**src/rtl/bitscan_encoder.sv**
```systemverilog
// Sequential bit-scan encoder: latches a request vector and emits the index of each set bit, one per handshake.
// Optional BITSCAN_COUNT_EN adds a `count` output tracking the number of set bits still pending.
module bitscan_encoder #(
  parameter int WIDTH     = 8,
  parameter int IDX_W     = $clog2(WIDTH),
  parameter bit MSB_FIRST = 1'b1
) (
  input  logic             clk,
  input  logic             rst,
  input  logic [WIDTH-1:0] din,
  input  logic             din_valid,
  output logic             din_ready,
  output logic [IDX_W-1:0] dout,
  output logic             dout_valid,
  input  logic             dout_ready,
  output logic             dout_last,
  output logic             zero_seen
`ifdef BITSCAN_COUNT_EN
  ,
  output logic [IDX_W:0]   count
`endif
);

  typedef enum logic {IDLE, SCAN} state_t;

  state_t           r_state;
  logic [WIDTH-1:0] r_vec;
  logic             r_zeroSeen;
  logic [IDX_W-1:0] w_idx;
  logic [WIDTH-1:0] w_pickMask;
  logic [WIDTH-1:0] w_vecMinusOne;
  logic             w_oneLeft;

`ifdef BITSCAN_COUNT_EN
  logic [IDX_W:0]   r_count;
  logic [IDX_W:0]   w_popcount;
`endif

  // The last set bit visited wins, so the scan direction decides the priority.
  always_comb begin
    w_idx = '0;
    if (MSB_FIRST) begin
      for (int i = 0; i < WIDTH; i++) begin
        if (r_vec[i]) w_idx = IDX_W'(i);
      end
    end else begin
      for (int i = WIDTH - 1; i >= 0; i--) begin
        if (r_vec[i]) w_idx = IDX_W'(i);
      end
    end
  end

  always_comb begin
    w_pickMask    = {{(WIDTH-1){1'b0}}, 1'b1} << w_idx;
    w_vecMinusOne = r_vec - {{(WIDTH-1){1'b0}}, 1'b1};
    w_oneLeft     = (r_vec != '0) && ((r_vec & w_vecMinusOne) == '0);
  end

`ifdef BITSCAN_COUNT_EN
  always_comb begin
    w_popcount = '0;
    for (int i = 0; i < WIDTH; i++) begin
      w_popcount = w_popcount + {{IDX_W{1'b0}}, din[i]};
    end
  end

  assign count = r_count;
`endif

  assign din_ready  = (r_state == IDLE);
  assign dout_valid = (r_state == SCAN);
  assign dout       = dout_valid ? w_idx : '0;
  assign dout_last  = dout_valid && w_oneLeft;
  assign zero_seen  = r_zeroSeen;

  always_ff @(posedge clk or posedge rst) begin
    if (rst) begin
      r_state    <= IDLE;
      r_vec      <= '0;
      r_zeroSeen <= 1'b0;
`ifdef BITSCAN_COUNT_EN
      r_count    <= '0;
`endif
    end else begin
      r_zeroSeen <= 1'b0;
      case (r_state)
        IDLE: begin
          if (din_valid) begin
            if (din != '0) begin
              r_vec   <= din;
              r_state <= SCAN;
`ifdef BITSCAN_COUNT_EN
              r_count <= w_popcount;
`endif
            end else begin
              r_zeroSeen <= 1'b1;
            end
          end
        end
        SCAN: begin
          if (dout_ready) begin
            r_vec <= r_vec & ~w_pickMask;
`ifdef BITSCAN_COUNT_EN
            r_count <= r_count - {{IDX_W{1'b0}}, 1'b1};
`endif
            if (w_oneLeft) r_state <= IDLE;
          end
        end
        default: r_state <= IDLE;
      endcase
    end
  end

endmodule

```
**config.mk**
```make
export PLATFORM = sky130hd
export DESIGN_NAME = bitscan_encoder
export DESIGN_NICKNAME = d
export VERILOG_FILES = /design/src/rtl/bitscan_encoder.sv
export SDC_FILE = /design/constraint.sdc
export NUM_CORES = 1
export LEC_CHECK = 0
export CORE_MARGIN = 10
export CORE_UTILIZATION = 48
export CTS_CLUSTER_DIAMETER = 50
export CTS_CLUSTER_SIZE = 24
export DETAILED_ROUTE_END_ITERATION = 16
export PLACE_DENSITY = 0.84
export SYNTH_ARGS = -nofsm -noshare
export SYNTH_HDL_FRONTEND = slang
export SYNTH_SLANG_ARGS = --single-unit
```
**constraint.sdc**
```tcl
create_clock -name clk -period 2.8 [get_ports clk]
set_input_delay 0.42 -clock clk [delete_from_list [all_inputs] [get_ports clk]]
set_output_delay 0.42 -clock clk [all_outputs]
set_load 0.01 [all_outputs]
```
==> flow_results.xml <==
<?xml version="1.0" encoding="UTF-8"?>
<metrics>
  <group name="power">
    <metric name="seq_pwr_share" unit="%">29.7</metric>
    <metric name="pwr-share-clk" unit="%">14.2</metric>
    <metric name="switchingPower" unit="W">0.000371</metric>
    <metric name="netSwitchingFraction" unit="%">39.7</metric>
    <metric name="pwr-share-comb" unit="%">56.1</metric>
    <metric name="vdd.ir_drop.worst" unit="mV">0.553</metric>
    <metric name="p_leak" unit="nW">0.378</metric>
    <metric name="powerDensity" unit="nW/um^2">1080</metric>
    <metric name="post_route_total_power" unit="W">0.000932</metric>
    <metric name="internal_power" unit="W">0.000562</metric>
  </group>
  <group name="finish">
    <metric name="mostFrequentLayoutCells" unit="">clkdlybuf4s50_1 (18), nand2_1 (13), nor2_1 (12), dfrtp_1 (10), a21oi_1 (5)</metric>
    <metric name="final_nets" unit="">112</metric>
    <metric name="layout.filler_cells" unit="">107</metric>
    <metric name="layout.cells.most_common" unit="">clkdlybuf4s50_1</metric>
    <metric name="design_area" unit="um^2">866</metric>
    <metric name="final-instance-count-excl-fill" unit="">114</metric>
    <metric name="layout-drive-gt1-share" unit="%">9.09</metric>
    <metric name="syn2layout_area_growth" unit="%">32.6</metric>
    <metric name="antennaDiodeCount" unit="">0</metric>
  </group>
  <group name="drt">
    <metric name="drt-pass1-iter-count" unit="">4</metric>
    <metric name="drt_wl_total" unit="um">1660</metric>
    <metric name="routed_length_per_placed_instance" unit="um">14.6</metric>
    <metric name="drt_first_iter_violations" unit="">11</metric>
    <metric name="detail_route.drc_violations" unit="">0</metric>
    <metric name="vias_per_instance" unit="">5.46</metric>
    <metric name="drtAntennaViolNets" unit="">0</metric>
    <metric name="vias" unit="">622</metric>
  </group>
  <group name="synth">
    <metric name="count_of_cell_types_in_the_netlist" unit="">28</metric>
    <metric name="syn_inst" unit="">80</metric>
    <metric name="synth.ff_latch_count" unit="">10</metric>
    <metric name="seq_area_frac_synth" unit="%">38.3</metric>
    <metric name="count_of_warnings_emitted_by_yosys" unit="">0</metric>
    <metric name="synth_async_sr_flop_share" unit="%">100</metric>
    <metric name="syn_area_per_cell" unit="um^2">8.16</metric>
    <metric name="edff_count_synth" unit="">0</metric>
    <metric name="synth_area" unit="um^2">653</metric>
    <metric name="synthFlopType" unit="">dfrtp_1</metric>
    <metric name="synth_nets" unit="">92</metric>
  </group>
  <group name="setup_path">
    <metric name="timing.rr.start" unit="">dout_valid$_DFF_PP0_</metric>
    <metric name="timing.critical_path.buf_inv" unit="">1</metric>
    <metric name="critical_path.startpoint" unit="">r_vec[3]$_DFFE_PP0P_</metric>
    <metric name="slowest_delay" unit="ns">0.54</metric>
    <metric name="cells_along_the_critical_path" unit="">nor4_1 -&gt; o211ai_1 -&gt; and3_4 -&gt; nor2_1 -&gt; clkdlybuf4s50_1</metric>
    <metric name="startpoint_type" unit="">flip-flop</metric>
    <metric name="path_delay_family" unit="">simple AND/OR/NAND/NOR gates</metric>
    <metric name="cp_slowest_cell" unit="">clkdlybuf4s50_1</metric>
    <metric name="cp_data_required_time" unit="ns">2.38</metric>
    <metric name="worstPathArrival" unit="ns">2.10</metric>
    <metric name="setup.worst_path.class" unit="">reg -&gt; out</metric>
    <metric name="end_kind" unit="">output port</metric>
    <metric name="maximum_net_fanout_on_the_critical_path" unit="">7</metric>
  </group>
  <group name="sta">
    <metric name="rsz0062_at_grt" unit="">false</metric>
    <metric name="fmax" unit="MHz">396</metric>
    <metric name="setup_viol" unit="">0</metric>
    <metric name="setup-tns-final" unit="ns">0</metric>
    <metric name="slew_headroom" unit="%">65.2</metric>
    <metric name="timing_hold_violations_final" unit="">0</metric>
    <metric name="tightest_slew" unit="ns">0.521</metric>
    <metric name="period_share" unit="%">90.2</metric>
    <metric name="timing.final.crit_period" unit="ns">2.52</metric>
    <metric name="final.setup_skew" unit="ns">0.00104</metric>
    <metric name="timing.hold.ws" unit="ns">0.429</metric>
    <metric name="timing.final.max_slew_violations" unit="">0</metric>
  </group>
  <group name="status">
    <metric name="run_status" unit="">complete, no violations</metric>
  </group>
  <group name="placement">
    <metric name="dp_hpwl" unit="um">1340</metric>
    <metric name="place_congestion" unit="">0.875</metric>
    <metric name="placedInstanceArea" unit="um^2">830</metric>
    <metric name="count_of_buffers_inserted_at_the_top_level_ports" unit="">18</metric>
    <metric name="count_of_placed_standard_cells_including_taps" unit="">110</metric>
  </group>
  <group name="cts">
    <metric name="clk_pin_slew_worst_setup_hold_paths" unit="ns">0.07</metric>
    <metric name="cts_buffer_depth" unit="">2</metric>
    <metric name="cts_tree" unit="">yes</metric>
    <metric name="cts_root_buffer" unit="">clkbuf_4</metric>
    <metric name="clock_tree.htree_level_count" unit="">1</metric>
    <metric name="cts_resized" unit="">0</metric>
    <metric name="total_cts_buffers" unit="">3</metric>
    <metric name="cts_post_setup_buffers_inserted" unit="">0</metric>
    <metric name="cts_hold_repair.buffers" unit="">0</metric>
    <metric name="cts_sinks" unit="">10</metric>
    <metric name="clkLatencyLatePin" unit="ns">0.26</metric>
  </group>
  <group name="hold_path">
    <metric name="timing.hold.worst.class" unit="">in -&gt; async</metric>
  </group>
  <group name="die">
    <metric name="design.portCount" unit="">19</metric>
    <metric name="start_util" unit="%">50.8</metric>
    <metric name="core" unit="um^2">1280</metric>
    <metric name="placementRows" unit="">13</metric>
    <metric name="die_height" unit="um">56.9</metric>
    <metric name="design.die.area" unit="um^2">3240</metric>
    <metric name="die_x" unit="um">56.9</metric>
  </group>
  <group name="global_route">
    <metric name="grt_antenna_before_repair" unit="">0</metric>
    <metric name="grt_max_degree" unit="">12</metric>
    <metric name="first_pass_grt_wire_length" unit="um">2810</metric>
    <metric name="global_route.usage.total" unit="%">10.5</metric>
    <metric name="overflow" unit="">0</metric>
    <metric name="via_count_of_the_first_global_routing_pass" unit="">597</metric>
  </group>
  <group name="flow_run">
    <metric name="timing.max_cap.violations" unit="">0</metric>
  </group>
</metrics>
==> worst register-to-register path: stages (launching register included) <==
cell and delay [ns]:
dfrtp_1 0.50, nand2b_1 0.23, a21oi_1 0.20, o21bai_1 0.18, a221o_1 0.32
==> cell type report <==
class | count | area (um^2) | area share, %
multi-input cells | 63 | 365 | 42.2
flip-flops and latches | 10 | 250 | 28.9
repair buffers | 18 | 180 | 20.8
clock buffers | 4 | 36.3 | 4.19
well taps | 15 | 18.8 | 2.17
inverters | 4 | 15.0 | 1.73
==> path summary, 6_finish.rpt <==
check	end	slack, ns	cells after the start
setup / recovery	dout_last	0.28	5
hold / removal	zero_seen$_DFF_PP0_	0.43	2
setup reg to reg	r_vec[1]$_DFFE_PP0P_	1.26	4
hold reg to reg	r_vec[2]$_DFFE_PP0P_	0.59	2
max in group asynchronous	r_vec[2]$_DFFE_PP0P_	2.09	2
min in group clk	r_vec[2]$_DFFE_PP0P_	0.59	2
==> through the flow <==
step                util, %  setup slack (ns)
floorplan                 -              1.06
detailed placement     64.6             0.572
finish                 67.4             0.275
CTS                    67.4             0.269
global placement       64.6             0.585
global route           67.4             0.115
==> registers in the layout (all words and copies together) (netlist names) <==
register and cells:
dout_valid 1, r_vec 8, zero_seen 1
==> cell families (layout without fill, tap and decap cells) <==
family,count (synthesis),after routing,share of synthesized area [%]
compound gates,22,22,23.6
fa+ha+maj,1,1,1.72
buf+inv,7,26,5.75
flops,10,10,38.3
simple gates,40,40,30.7
==> power by group through the flow <==
stage / combinational, W / clock (W) / sequential, W
floorplan: 0.000370 / 0 / 0.000243
global placement: 0.000518 / 0 / 0.000274
detailed placement: 0.000524 / 0 / 0.000276
CTS: 0.000528 / 0.000134 / 0.000273
global route: 0.000580 / 0.000148 / 0.000287
finish: 0.000523 / 0.000132 / 0.000277
==> per-layer routing <==
layer	vias up	global-route usage (%)	wire [um]
met4	0	4.03	19
met1	278	12.7	739
li1	318	-	-
met5	-	0	0
met2	22	16.4	792
met3	4	3.37	111
==> cells in the mapped netlist, types with 2 or more instances <==
cell / instances / area [um^2]
nand2_1: 13 / 48.8
nor2_1: 12 / 45.0
dfrtp_1: 10 / 250
a21oi_1: 5 / 25.0
inv_1: 4 / 15.0
o21ai_0: 4 / 20.0
nor4_1: 3 / 18.8
o211ai_1: 3 / 22.5
a221o_1: 2 / 20.0
and2_1: 2 / 12.5
and2b_2: 2 / 17.5
nor2b_1: 2 / 12.5
o21ai_1: 2 / 10.0
o21bai_1: 2 / 15.0
Note: power is estimated with default switching activity, not from simulation.
